### src/rtl/fun_fpusqr_altwb_pkg.sv
// Shared types and constants for the FP sqrt/div alternate writeback path.
// Holds the result entry layout, the FSM state encoding and the fop_* opcodes.
package fun_fpusqr_altwb_pkg;

  localparam int ALTWB_FU_PORT = 6;
  localparam int ALTWB_SIMD_W  = 68;

  localparam logic [12:0] fop_sqrtS  = 13'h0A0;
  localparam logic [12:0] fop_sqrtD  = 13'h0A1;
  localparam logic [12:0] fop_sqrtDH = 13'h0A2;
  localparam logic [12:0] fop_divS   = 13'h0B0;
  localparam logic [12:0] fop_divD   = 13'h0B1;
  localparam logic [12:0] fop_divDH  = 13'h0B2;

  // 'reg' is a keyword, so the destination register field is called rd.
  typedef struct packed {
    logic [3:0]                  en;
    logic [9:0]                  ii;
    logic [12:0]                 op;
    logic [8:0]                  rd;
    logic                        wen;
    logic [2*ALTWB_SIMD_W-1:0]   data;
  } altwb_entry_t;

  typedef enum logic [1:0] {
    ST_IDLE  = 2'd0,
    ST_WAIT  = 2'd1,
    ST_PAUSE = 2'd2
  } altwb_state_e;

endpackage

### src/rtl/fun_fpusqr_altwb_fifo.sv
// Register-array FIFO holding completed sqrt/div results until a writeback slot opens.
// Callers only push when not at DEPTH and only pop when non-empty.
module fun_fpusqr_altwb_fifo
  import fun_fpusqr_altwb_pkg::*;
#(
  parameter int DEPTH = 2
) (
  input  logic                     clk,
  input  logic                     rst,
  input  logic                     flush,
  input  logic                     push,
  input  logic                     pop,
  input  altwb_entry_t             wr_entry,
  output altwb_entry_t             head,
  output logic [$clog2(DEPTH):0]   count
);

  localparam int PW = $clog2(DEPTH);
  localparam int CW = PW + 1;

  altwb_entry_t    mem [DEPTH];
  logic [PW-1:0]   head_ptr;
  logic [PW-1:0]   tail_ptr;

  // NOTE: the storage array has no reset; count gates every read, so stale
  // contents are never observed and the array stays plain flops without reset muxes.
  always_ff @(posedge clk) begin
    if (push) mem[tail_ptr] <= wr_entry;
  end

  // NOTE: sequential state uses non-blocking assignments so every flop samples
  // pre-edge values regardless of statement order.
  always_ff @(posedge clk or negedge rst) begin
    if (!rst) begin
      head_ptr <= '0;
      tail_ptr <= '0;
      count    <= '0;
    end else if (flush) begin
      head_ptr <= '0;
      tail_ptr <= '0;
      count    <= '0;
    end else begin
      // DEPTH is a power of two, so pointers wrap by natural overflow.
      if (push) tail_ptr <= tail_ptr + PW'(1);
      if (pop)  head_ptr <= head_ptr + PW'(1);
      unique case ({push, pop})
        2'b10:   count <= count + CW'(1);
        2'b01:   count <= count - CW'(1);
        default: count <= count;
      endcase
    end
  end

  assign head = mem[head_ptr];

endmodule

### src/rtl/fun_fpusqr_altwb.sv
// Buffers sqrt/div results and slips them onto the FU6 writeback port when the regular
// pipe leaves it free; raises pause to the scheduler once the head entry has starved.
module fun_fpusqr_altwb
  import fun_fpusqr_altwb_pkg::*;
#(
  parameter int DEPTH      = 2,
  parameter int STARVE_MAX = 4,
  parameter int SIMD_WIDTH = ALTWB_SIMD_W
) (
  input  logic                    clk,
  input  logic                    rst,
  input  logic                    except,
  input  logic [3:0]              sqr_en,
  input  logic [9:0]              sqr_II,
  input  logic [12:0]             sqr_op,
  input  logic [8:0]              sqr_reg,
  input  logic                    sqr_wen,
  input  logic [2*SIMD_WIDTH-1:0] sqr_data,
  input  logic                    slot_busy,
  output logic [3:0]              wb_en,
  output logic [9:0]              wb_II,
  output logic [12:0]             wb_op,
  output logic [8:0]              wb_reg,
  output logic                    wb_wen,
  output logic [SIMD_WIDTH-1:0]   wb_dataL,
  output logic [SIMD_WIDTH-1:0]   wb_dataH,
  output logic [3:0]              fxFRT_alten,
  output logic [3:0]              fxFRT_pause,
  output logic                    full,
  output logic                    ovf
);

  localparam int CW = $clog2(DEPTH) + 1;
  localparam int SW = $clog2(STARVE_MAX + 1);
  localparam logic [CW-1:0] DEPTH_C   = CW'(DEPTH);
  localparam logic [CW-1:0] FULL_TH   = CW'(DEPTH - 1);
  localparam logic [SW-1:0] STARVE_C  = SW'(STARVE_MAX);

  altwb_entry_t   wr_entry;
  altwb_entry_t   head;
  altwb_entry_t   wb_q;
  logic [CW-1:0]  count;
  logic           at_depth;
  logic           push_req;
  logic           push_acc;
  logic           pop_fire;
  logic           entries_left;
  altwb_state_e   state_q, state_d;
  logic [SW-1:0]  starve_q, starve_d;

  assign wr_entry = '{en: sqr_en, ii: sqr_II, op: sqr_op, rd: sqr_reg,
                      wen: sqr_wen, data: sqr_data};

  assign push_req     = |sqr_en;
  assign at_depth     = (count == DEPTH_C);
  // A flush discards both a same-cycle push and a same-cycle pop.
  assign push_acc     = push_req && !at_depth && !except;
  assign pop_fire     = (count != '0) && !slot_busy && !except;
  assign entries_left = (count > CW'(1)) || push_acc;

  fun_fpusqr_altwb_fifo #(.DEPTH(DEPTH)) u_fifo (
    .clk      (clk),
    .rst      (rst),
    .flush    (except),
    .push     (push_acc),
    .pop      (pop_fire),
    .wr_entry (wr_entry),
    .head     (head),
    .count    (count)
  );

  // NOTE: every variable is given a default before the case so no path infers a latch.
  always_comb begin
    state_d  = state_q;
    starve_d = starve_q;
    unique case (state_q)
      ST_IDLE: begin
        if (push_acc) begin
          state_d  = ST_WAIT;
          starve_d = '0;
        end
      end
      ST_WAIT: begin
        if (pop_fire) begin
          starve_d = '0;
          state_d  = entries_left ? ST_WAIT : ST_IDLE;
        end else begin
          starve_d = starve_q + SW'(1);
          if (starve_d == STARVE_C) state_d = ST_PAUSE;
        end
      end
      ST_PAUSE: begin
        // A busy slot here is a scheduler protocol violation; hold until it frees.
        if (pop_fire) begin
          starve_d = '0;
          state_d  = entries_left ? ST_WAIT : ST_IDLE;
        end
      end
      default: begin
        state_d  = ST_IDLE;
        starve_d = '0;
      end
    endcase
    if (except) begin
      state_d  = ST_IDLE;
      starve_d = '0;
    end
  end

  always_ff @(posedge clk or negedge rst) begin
    if (!rst) begin
      state_q  <= ST_IDLE;
      starve_q <= '0;
      wb_q     <= '0;
      ovf      <= 1'b0;
    end else begin
      state_q  <= state_d;
      starve_q <= starve_d;
      if (pop_fire) wb_q <= head;
      else          wb_q.en <= '0;
      if (push_req && at_depth && !except) ovf <= 1'b1;
    end
  end

  assign wb_en       = wb_q.en;
  assign wb_II       = wb_q.ii;
  assign wb_op       = wb_q.op;
  assign wb_reg      = wb_q.rd;
  assign wb_wen      = wb_q.wen;
  assign wb_dataL    = wb_q.data[SIMD_WIDTH-1:0];
  assign wb_dataH    = wb_q.data[2*SIMD_WIDTH-1:SIMD_WIDTH];
  assign fxFRT_alten = wb_q.en;
  assign fxFRT_pause = (state_q == ST_PAUSE) ? 4'hF : 4'h0;
  assign full        = (count >= FULL_TH);

endmodule

### config.mk
export PLATFORM = sky130hd
export DESIGN_NAME = fun_fpusqr_altwb
export DESIGN_NICKNAME = d
export VERILOG_FILES = /design/src/rtl/fun_fpusqr_altwb_pkg.sv /design/src/rtl/fun_fpusqr_altwb_fifo.sv /design/src/rtl/fun_fpusqr_altwb.sv
export SDC_FILE = /design/constraint.sdc
export NUM_CORES = 1
export LEC_CHECK = 0
export ABC_AREA = 1
export BUFFER_PORTS_ARGS = -buffer_cell sky130_fd_sc_hd__buf_4
export CORE_ASPECT_RATIO = 0.7
export CORE_MARGIN = 2
export CORE_UTILIZATION = 45
export DETAILED_ROUTE_END_ITERATION = 8
export PLACE_DENSITY = 0.69
export RECOVER_POWER = 25
export SLEW_MARGIN = 20
export SYNTH_ARGS = -nofsm -noshare
export SYNTH_HDL_FRONTEND = slang
export SYNTH_SLANG_ARGS = --single-unit
### constraint.sdc
create_clock -name clk -period 19.78 [get_ports clk]
set_clock_uncertainty 0.2 [all_clocks]
set_input_delay 2.967 -clock clk [delete_from_list [all_inputs] [get_ports clk]]
set_output_delay 2.967 -clock clk [all_outputs]
set_load 0.1 [all_outputs]
; ---- Yosys cells after proc, flatten, opt, wreduce, memory -nomap -nowiden
; Memory sizes are Yosys's and may differ from the RTL's.
; Cells that the tools add are included.
[classes]
add_sub_neg = 5
order_cmp = 2
n_eq_ne = 9
mux = 22
reduce_logical = 18
[op_table]
columns = operator, n
row1 = 2-to-1 mux 2 bit, 6
row2 = 2-to-1 mux 3 bit, 4
row3 = one-hot mux 3 bit (3 select lines), 1
row4 = 2-to-1 mux 4 bit, 2
row5 = 2-to-1 mux 1 bit, 7
row6 = "== test 2 bit, second input constant", 3
row7 = logical AND 1 bit, 6
row8 = one-hot mux 2 bit (3 select lines), 1
row9 = nonzero test 2 bit, 3
row10 = "== test 2 x 1 -> 1 bit, second input constant", 2
row11 = "inequality test 4 x 3 -> 1 bit, second input constant", 1
row12 = one-hot mux 2 bit (2 select lines), 1
row13 = OR reduction 4 bit, 1
row14 = "adder 3 x 1 -> 3 bit, second input constant", 1
row15 = "== test 3 bit, second input constant", 1
row16 = zero test 1 bit, 3
row17 = "inequality test 3 x 2 -> 1 bit, second input constant", 1
row18 = "inequality test 3 bit, second input constant", 1
row19 = AND reduction 3 bit, 1
row20 = nonzero test 3 bit, 1
row21 = "adder 1 bit, second input constant", 2
row22 = "adder 2 x 1 -> 2 bit, second input constant", 1
row23 = "greater-or-equal comparator 2 x 1 -> 1 bit, second input constant", 1
row24 = "> comparator 2 x 1 -> 1 bit, second input constant", 1
row25 = other kinds (4), 4
[totals]
register_bits = 183
mem_bits_rw = 346
input_bits = 177
output_inout_bits = 183
wordCells = 69
mem_count = 1
[mem_list]
columns = name, depth, word_bits, rd, rd_ports_with_merged_regs, wr, line_no
row1 = u_fifo.mem, 2, 173, 1, 0, 1, fun_fpusqr_altwb_fifo.sv:21  ; altwb_entry_t mem [DEPTH];

; ---- Logic depth before layout (Yosys ltp)
[depth]
word_depth = 9
depth_mapped = 10
mapped_depth_nobuf = 10

; ---- Modules after synthesis
; From an unflattened synthesis, not the netlist that was laid out.
[hier_totals]
hier_cells = 1363
hier_area_um2 = 19685.1
[modules_own_cells]
columns = mod, instances, cells_each, area_per_inst_um2, seq_area_each_um2
row1 = fun_fpusqr_altwb_fifo, 1, 571, 12753.5, 10490.1
row2 = fun_fpusqr_altwb, 1, 792, 6931.6, 4479.3

; ---- Least setup slack after synthesis
; No wires, ideal clock.
[synth_path]
path_type = input-to-reg
start = in sqr_en[3]
end = mem u_fifo.mem[1][0] in the netlist's numbering, enable pin
setup_ps = 917
arrival_time_ps = 14869
t_required_ps = 18663
setup_slack_ps = 3794
stages = 4
n_path_buf = 0
cell_sequence = nor2_1 -> nand2_1 -> nand2_1 -> nor3_1
[synth_via]
elab_chain_len = 5
[synth_lines]
columns = element, line_no
row1 = "start, declared", fun_fpusqr_altwb.sv:13  ; input logic [3:0] sqr_en,
row2 = OR reduction 4 bit, fun_fpusqr_altwb.sv:54  ; assign push_req = |sqr_en;
row3 = logical AND 1 bit (2 in series), fun_fpusqr_altwb.sv:57  ; assign push_acc = push_req && !at_depth && !except;
row4 = 2-to-1 mux 1 bit, fun_fpusqr_altwb_fifo.sv:28  ; if (push) mem[tail_ptr] <= wr_entry;
row5 = 2-to-1 mux 1 bit (implied by the code), fun_fpusqr_altwb_fifo.sv:28
row6 = "end, declared", fun_fpusqr_altwb_fifo.sv:21
; Every way passes these cells.

; ---- Worst setup path after layout
[layout_path]
start = in slot_busy
end = reg wb_q (netlist bit wb_dataH[9])
[layout_via]
elab_chain_len = 3
[layout_lines]
columns = element, line_no
row1 = "start, declared", fun_fpusqr_altwb.sv:19  ; input logic slot_busy,
row2 = zero test 1 bit, fun_fpusqr_altwb.sv:58  ; assign pop_fire = (count != '0) && !slot_busy && !except;
row3 = logical AND 1 bit (2 in series), fun_fpusqr_altwb.sv:58
row4 = "end, declared", fun_fpusqr_altwb.sv:41  ; altwb_entry_t wb_q;
; Every way passes these cells.
; A chain may end at the register's enable or synchronous reset.

==> report_table.html <==
<table>
<tr><th>Metric</th><th>Value</th></tr>
<tr><th colspan="2">Pwr</th></tr>
<tr><td>Int Pwr</td><td>2.27 mW</td></tr>
<tr><td>Switching portion of total power</td><td>46.2%</td></tr>
<tr><td>Combinational Power Share</td><td>41.5%</td></tr>
<tr><td>Static Leakage</td><td>9.27 nW</td></tr>
<tr><td>Pwr per Cell Area</td><td>180 mW/mm2</td></tr>
<tr><td>Worst IR drop on VDD</td><td>0.145 mV</td></tr>
<tr><td>Clk network pwr share</td><td>22.6%</td></tr>
<tr><td>NetSw</td><td>1.94 mW</td></tr>
<tr><td>Power share of the sequential group</td><td>35.9%</td></tr>
<tr><th colspan="2">Yosys</th></tr>
<tr><td>Mean cell area of the mapped netlist</td><td>13.7 um2</td></tr>
<tr><td>Sequential-to-total area share from yosys stat</td><td>79.3%</td></tr>
<tr><td>Number of warnings issued by yosys</td><td>0</td></tr>
<tr><td>Post-synthesis instance area</td><td>0.0189 mm2</td></tr>
<tr><td>Post-synthesis cell type with the largest combined area</td><td>sky130_fd_sc_hd__edfxtp_1</td></tr>
<tr><td>Synth Register Bits</td><td>529</td></tr>
<tr><td>Fraction of synthesized cell area taken by the top area cell type</td><td>55.0%</td></tr>
<tr><td>Post-synthesis cell count</td><td>1375</td></tr>
<tr><td>Cell types occupying the most area after synthesis</td><td>sky130_fd_sc_hd__edfxtp_1 (55%), sky130_fd_sc_hd__dfrtp_1 (24%), sky130_fd_sc_hd__nand2_1 (7.5%)</td></tr>
<tr><td>Netlist cell types</td><td>24</td></tr>
<tr><td>Post-Synthesis Net Count</td><td>1558</td></tr>
<tr><th colspan="2">Floorplanning</th></tr>
<tr><td>Number of top-level pins</td><td>360</td></tr>
<tr><td>Initial Util</td><td>45.8%</td></tr>
<tr><td>Die extent in y</td><td>175 um</td></tr>
<tr><td>Die area</td><td>0.0436 mm2</td></tr>
<tr><td>Rows</td><td>62</td></tr>
<tr><td>Die X</td><td>249 um</td></tr>
<tr><td>Placeable Area</td><td>0.0412 mm2</td></tr>
<tr><th colspan="2">STA</th></tr>
<tr><td>Max-slew headroom at the worst pin</td><td>32.7%</td></tr>
<tr><td>Post-route fraction of the period consumed by the critical path</td><td>28.3%</td></tr>
<tr><td>Count of endpoints failing setup in the final report</td><td>0</td></tr>
<tr><td>Max frequency</td><td>179 MHz</td></tr>
<tr><td>Setup repair after global routing missed its margin</td><td>false</td></tr>
<tr><td>Final-layout setup total negative slack</td><td>0 ns</td></tr>
<tr><td>Worst Tran Pin Value</td><td>1.01 ns</td></tr>
<tr><td>Endpoints failing hold</td><td>0</td></tr>
<tr><td>Clock period minus final worst setup slack</td><td>5.59 ns</td></tr>
<tr><td>Number of max-slew violations in the final report</td><td>0</td></tr>
<tr><th colspan="2">Cells and area</th></tr>
<tr><td>End-of-flow core utilization</td><td>56.8%</td></tr>
<tr><td>Share of cells above drive strength 1</td><td>23.8%</td></tr>
<tr><td>Top register by number of flip-flops</td><td>u_fifo.mem</td></tr>
<tr><td>Number of flip-flops under the largest register name</td><td>346</td></tr>
<tr><td>Fill count</td><td>3352</td></tr>
<tr><td>Layout-stage area growth over the synthesis result</td><td>23.9%</td></tr>
<tr><td>Non-Filler Cell Area, Final</td><td>0.0234 mm2</td></tr>
<tr><td># nets final</td><td>1900</td></tr>
<tr><th colspan="2">Clock tree</th></tr>
<tr><td>Clock sink count</td><td>529</td></tr>
<tr><td>Clock tree from TritonCTS</td><td>built</td></tr>
<tr><td>Total clock buffers created by CTS</td><td>51</td></tr>
<tr><td>Clk buf depth</td><td>3</td></tr>
<tr><td>Buffer cell driving the clock tree root</td><td>sky130_fd_sc_hd__clkbuf_16</td></tr>
<tr><td>Clock Pin Slew Worst Setup and Hold Paths</td><td>0.06 ns</td></tr>
<tr><td>Resized cells post-CTS</td><td>0</td></tr>
<tr><td>Latest clock arrival within the worst-skew pair</td><td>0.56 ns</td></tr>
<tr><td>H-tree depth</td><td>2</td></tr>
<tr><td>Number of setup buffers added after CTS</td><td>0</td></tr>
<tr><td>Number of hold-repair buffers added at the cts stage</td><td>0</td></tr>
<tr><th colspan="2">Placed design</th></tr>
<tr><td>Area after detailed placement</td><td>0.0219 mm2</td></tr>
<tr><td>Half-perimeter wire length after detailed placement</td><td>25600 um</td></tr>
<tr><td>Count of buffers inserted at the top-level ports</td><td>359</td></tr>
<tr><td>Gpl congestion</td><td>0.789</td></tr>
<tr><th colspan="2">GRT</th></tr>
<tr><td>Initial antenna violation count</td><td>7</td></tr>
<tr><td>Maximum number of pins on one net before global-route repair</td><td>114</td></tr>
<tr><td>GRT Resource Usage Total</td><td>19.1%</td></tr>
<tr><td>Number of global-route vias before repair</td><td>11.5k</td></tr>
<tr><td>Global-route wire length before repair</td><td>65100 um</td></tr>
<tr><td>Gr ovfl total</td><td>0</td></tr>
<tr><th colspan="2">Routing</th></tr>
<tr><td>DRC violations left</td><td>0</td></tr>
<tr><td>Iter 0 DRT Violations</td><td>775</td></tr>
<tr><td>Drt wl/cell</td><td>18.3 um</td></tr>
<tr><td>Wirelength, routed</td><td>42100 um</td></tr>
<tr><td>Antenna viol nets, final</td><td>0</td></tr>
<tr><td>Number of vias per cell after detailed routing</td><td>5.04</td></tr>
<tr><td>Length of the first detailed-routing pass in iterations</td><td>5</td></tr>
<tr><td>Total number of vias</td><td>11.6k</td></tr>
<tr><th colspan="2">Job</th></tr>
<tr><td>Max-cap violations</td><td>0</td></tr>
<tr><th colspan="2">Worst setup path</th></tr>
<tr><td>Arrival time at the worst endpoint</td><td>5.86 ns</td></tr>
<tr><td>Startpoint Class</td><td>input pin</td></tr>
<tr><td>Worst-path fanout max</td><td>102</td></tr>
<tr><td>Minimum setup slack among reg-to-reg paths</td><td>16.03 ns</td></tr>
<tr><td>Crit. End Element</td><td>register</td></tr>
<tr><td>Crit Path Class</td><td>in2reg</td></tr>
<tr><td>Required time reported for the critical path endpoint</td><td>20.05 ns</td></tr>
<tr><th colspan="2">Worst hold path</th></tr>
<tr><td>Type of the tightest min-delay check</td><td>reg2reg</td></tr>
<tr><th colspan="2">Status</th></tr>
<tr><td>Status</td><td>finished, final reports clean</td></tr>
</table>
-- Yosys cell counts, drive strengths merged --
| library cell | instances |
|---|---|
| nand3b | 1 |
| a21oi | 7 |
| edfxtp | 346 |
| clkbuf | 14 |
| nor2 | 175 |
| or2 | 2 |
| a31o | 1 |
| o21ai | 3 |
| ha | 6 |
| nor3 | 2 |
| inv | 14 |
| a31oi | 169 |
| dfrtp | 183 |
| nand2 | 376 |
| nand3 | 4 |
| nand4 | 1 |
| buf | 70 |
| xor2 | 1 |
-- metrics by stage --
step,setup WS [ns],power [mW],hold slack (ns),std cells
after floorplan,3.79,2.88,0.261,1375
after global placement,13.67,3.28,0.265,2208
after detailed placement,13.58,3.30,0.283,2208
after CTS,14.16,4.25,0.296,2303
after global routing,13.86,4.36,0.319,2305
final,14.19,4.21,0.293,2307
-- final timing paths --
path,start,to,cells after the start
max in group asynchronous,rst,u_fifo.head_ptr$_DFFE_PN0P_,2
min in group asynchronous,rst,wb_dataH[40]$_DFFE_PN0P_,1
setup reg to reg,u_fifo.count[0]$_DFFE_PN0P_,wb_dataH[9]$_DFFE_PN0P_,9
setup / recovery,slot_busy,wb_dataH[9]$_DFFE_PN0P_,8
hold reg to reg,ovf$_DFFE_PN0P_,ovf$_DFFE_PN0P_,1
hold / removal,ovf$_DFFE_PN0P_,ovf$_DFFE_PN0P_,1
-- kinds of logic after synthesis --
group / synth area share, %
simple gates: 11.4
flops: 79.3
compound gates: 5.91
buf+inv: 2.98
fa+ha+maj: 0.398
xor+xnor: 0.0464
-- final cells by class --
cell class	count	area [um2]	area share (%)
Antenna cell	4	10.0	0.0428
Clock inverter	21	183	0.781
Clock buffer	74	1460	6.22
Tap cell	544	681	2.91
Timing Repair Buffer	373	2670	11.4
Inverter	14	62.6	0.268
Sequential cell	529	15000	64.0
Multi-Input combinational cell	748	3350	14.3
-- power groups by stage --
stage | combinational (mW) | clock, mW | sequential, mW
after floorplan | 0.224 | 0 | 2.66
after global placement | 1.75 | 0 | 1.53
after detailed placement | 1.76 | 0 | 1.53
after CTS | 1.77 | 0.973 | 1.51
after global routing | 1.81 | 1.02 | 1.54
final | 1.75 | 0.950 | 1.51
-- layout by cell type, fill, tap and decap left out, types with 2 or more instances in the layout --
master and n:
sky130_fd_sc_hd__nand2_1 375, sky130_fd_sc_hd__edfxtp_1 346, sky130_fd_sc_hd__buf_4 214, sky130_fd_sc_hd__dfrtp_1 182, sky130_fd_sc_hd__nor2_1 174, sky130_fd_sc_hd__a31oi_1 169, sky130_fd_sc_hd__clkbuf_4 121, sky130_fd_sc_hd__clkbuf_16 53
sky130_fd_sc_hd__clkbuf_1 53, sky130_fd_sc_hd__inv_1 11, sky130_fd_sc_hd__a21oi_1 7, sky130_fd_sc_hd__clkinv_2 7, sky130_fd_sc_hd__clkinv_1 7, sky130_fd_sc_hd__ha_1 6, sky130_fd_sc_hd__clkbuf_8 6, sky130_fd_sc_hd__diode_2 4
sky130_fd_sc_hd__nand3_1 4, sky130_fd_sc_hd__clkinvlp_4 3, sky130_fd_sc_hd__bufinv_16 3, sky130_fd_sc_hd__inv_6 2, sky130_fd_sc_hd__or2_2 2, sky130_fd_sc_hd__o21ai_0 2
-- metal layers --
metal	wire, um	up-vias	global-route usage [%]
li1	-	5504	-
met5	44	-	0
met1	17500	5674	25.3
met2	20500	360	31.1
met3	3010	78	4.79
met4	1130	6	6.72
-- worst max-delay path, cell delays in order --
cell,delay (ns)
sky130_fd_sc_hd__buf_4,0.11
sky130_fd_sc_hd__inv_1,0.06
sky130_fd_sc_hd__nand2_2,0.11
sky130_fd_sc_hd__nor2_8,0.50
sky130_fd_sc_hd__buf_4,0.79
sky130_fd_sc_hd__buf_4,0.90
sky130_fd_sc_hd__nor2_1,0.11
sky130_fd_sc_hd__a31oi_1,0.21
Note: power is estimated with default switching activity, not from simulation.
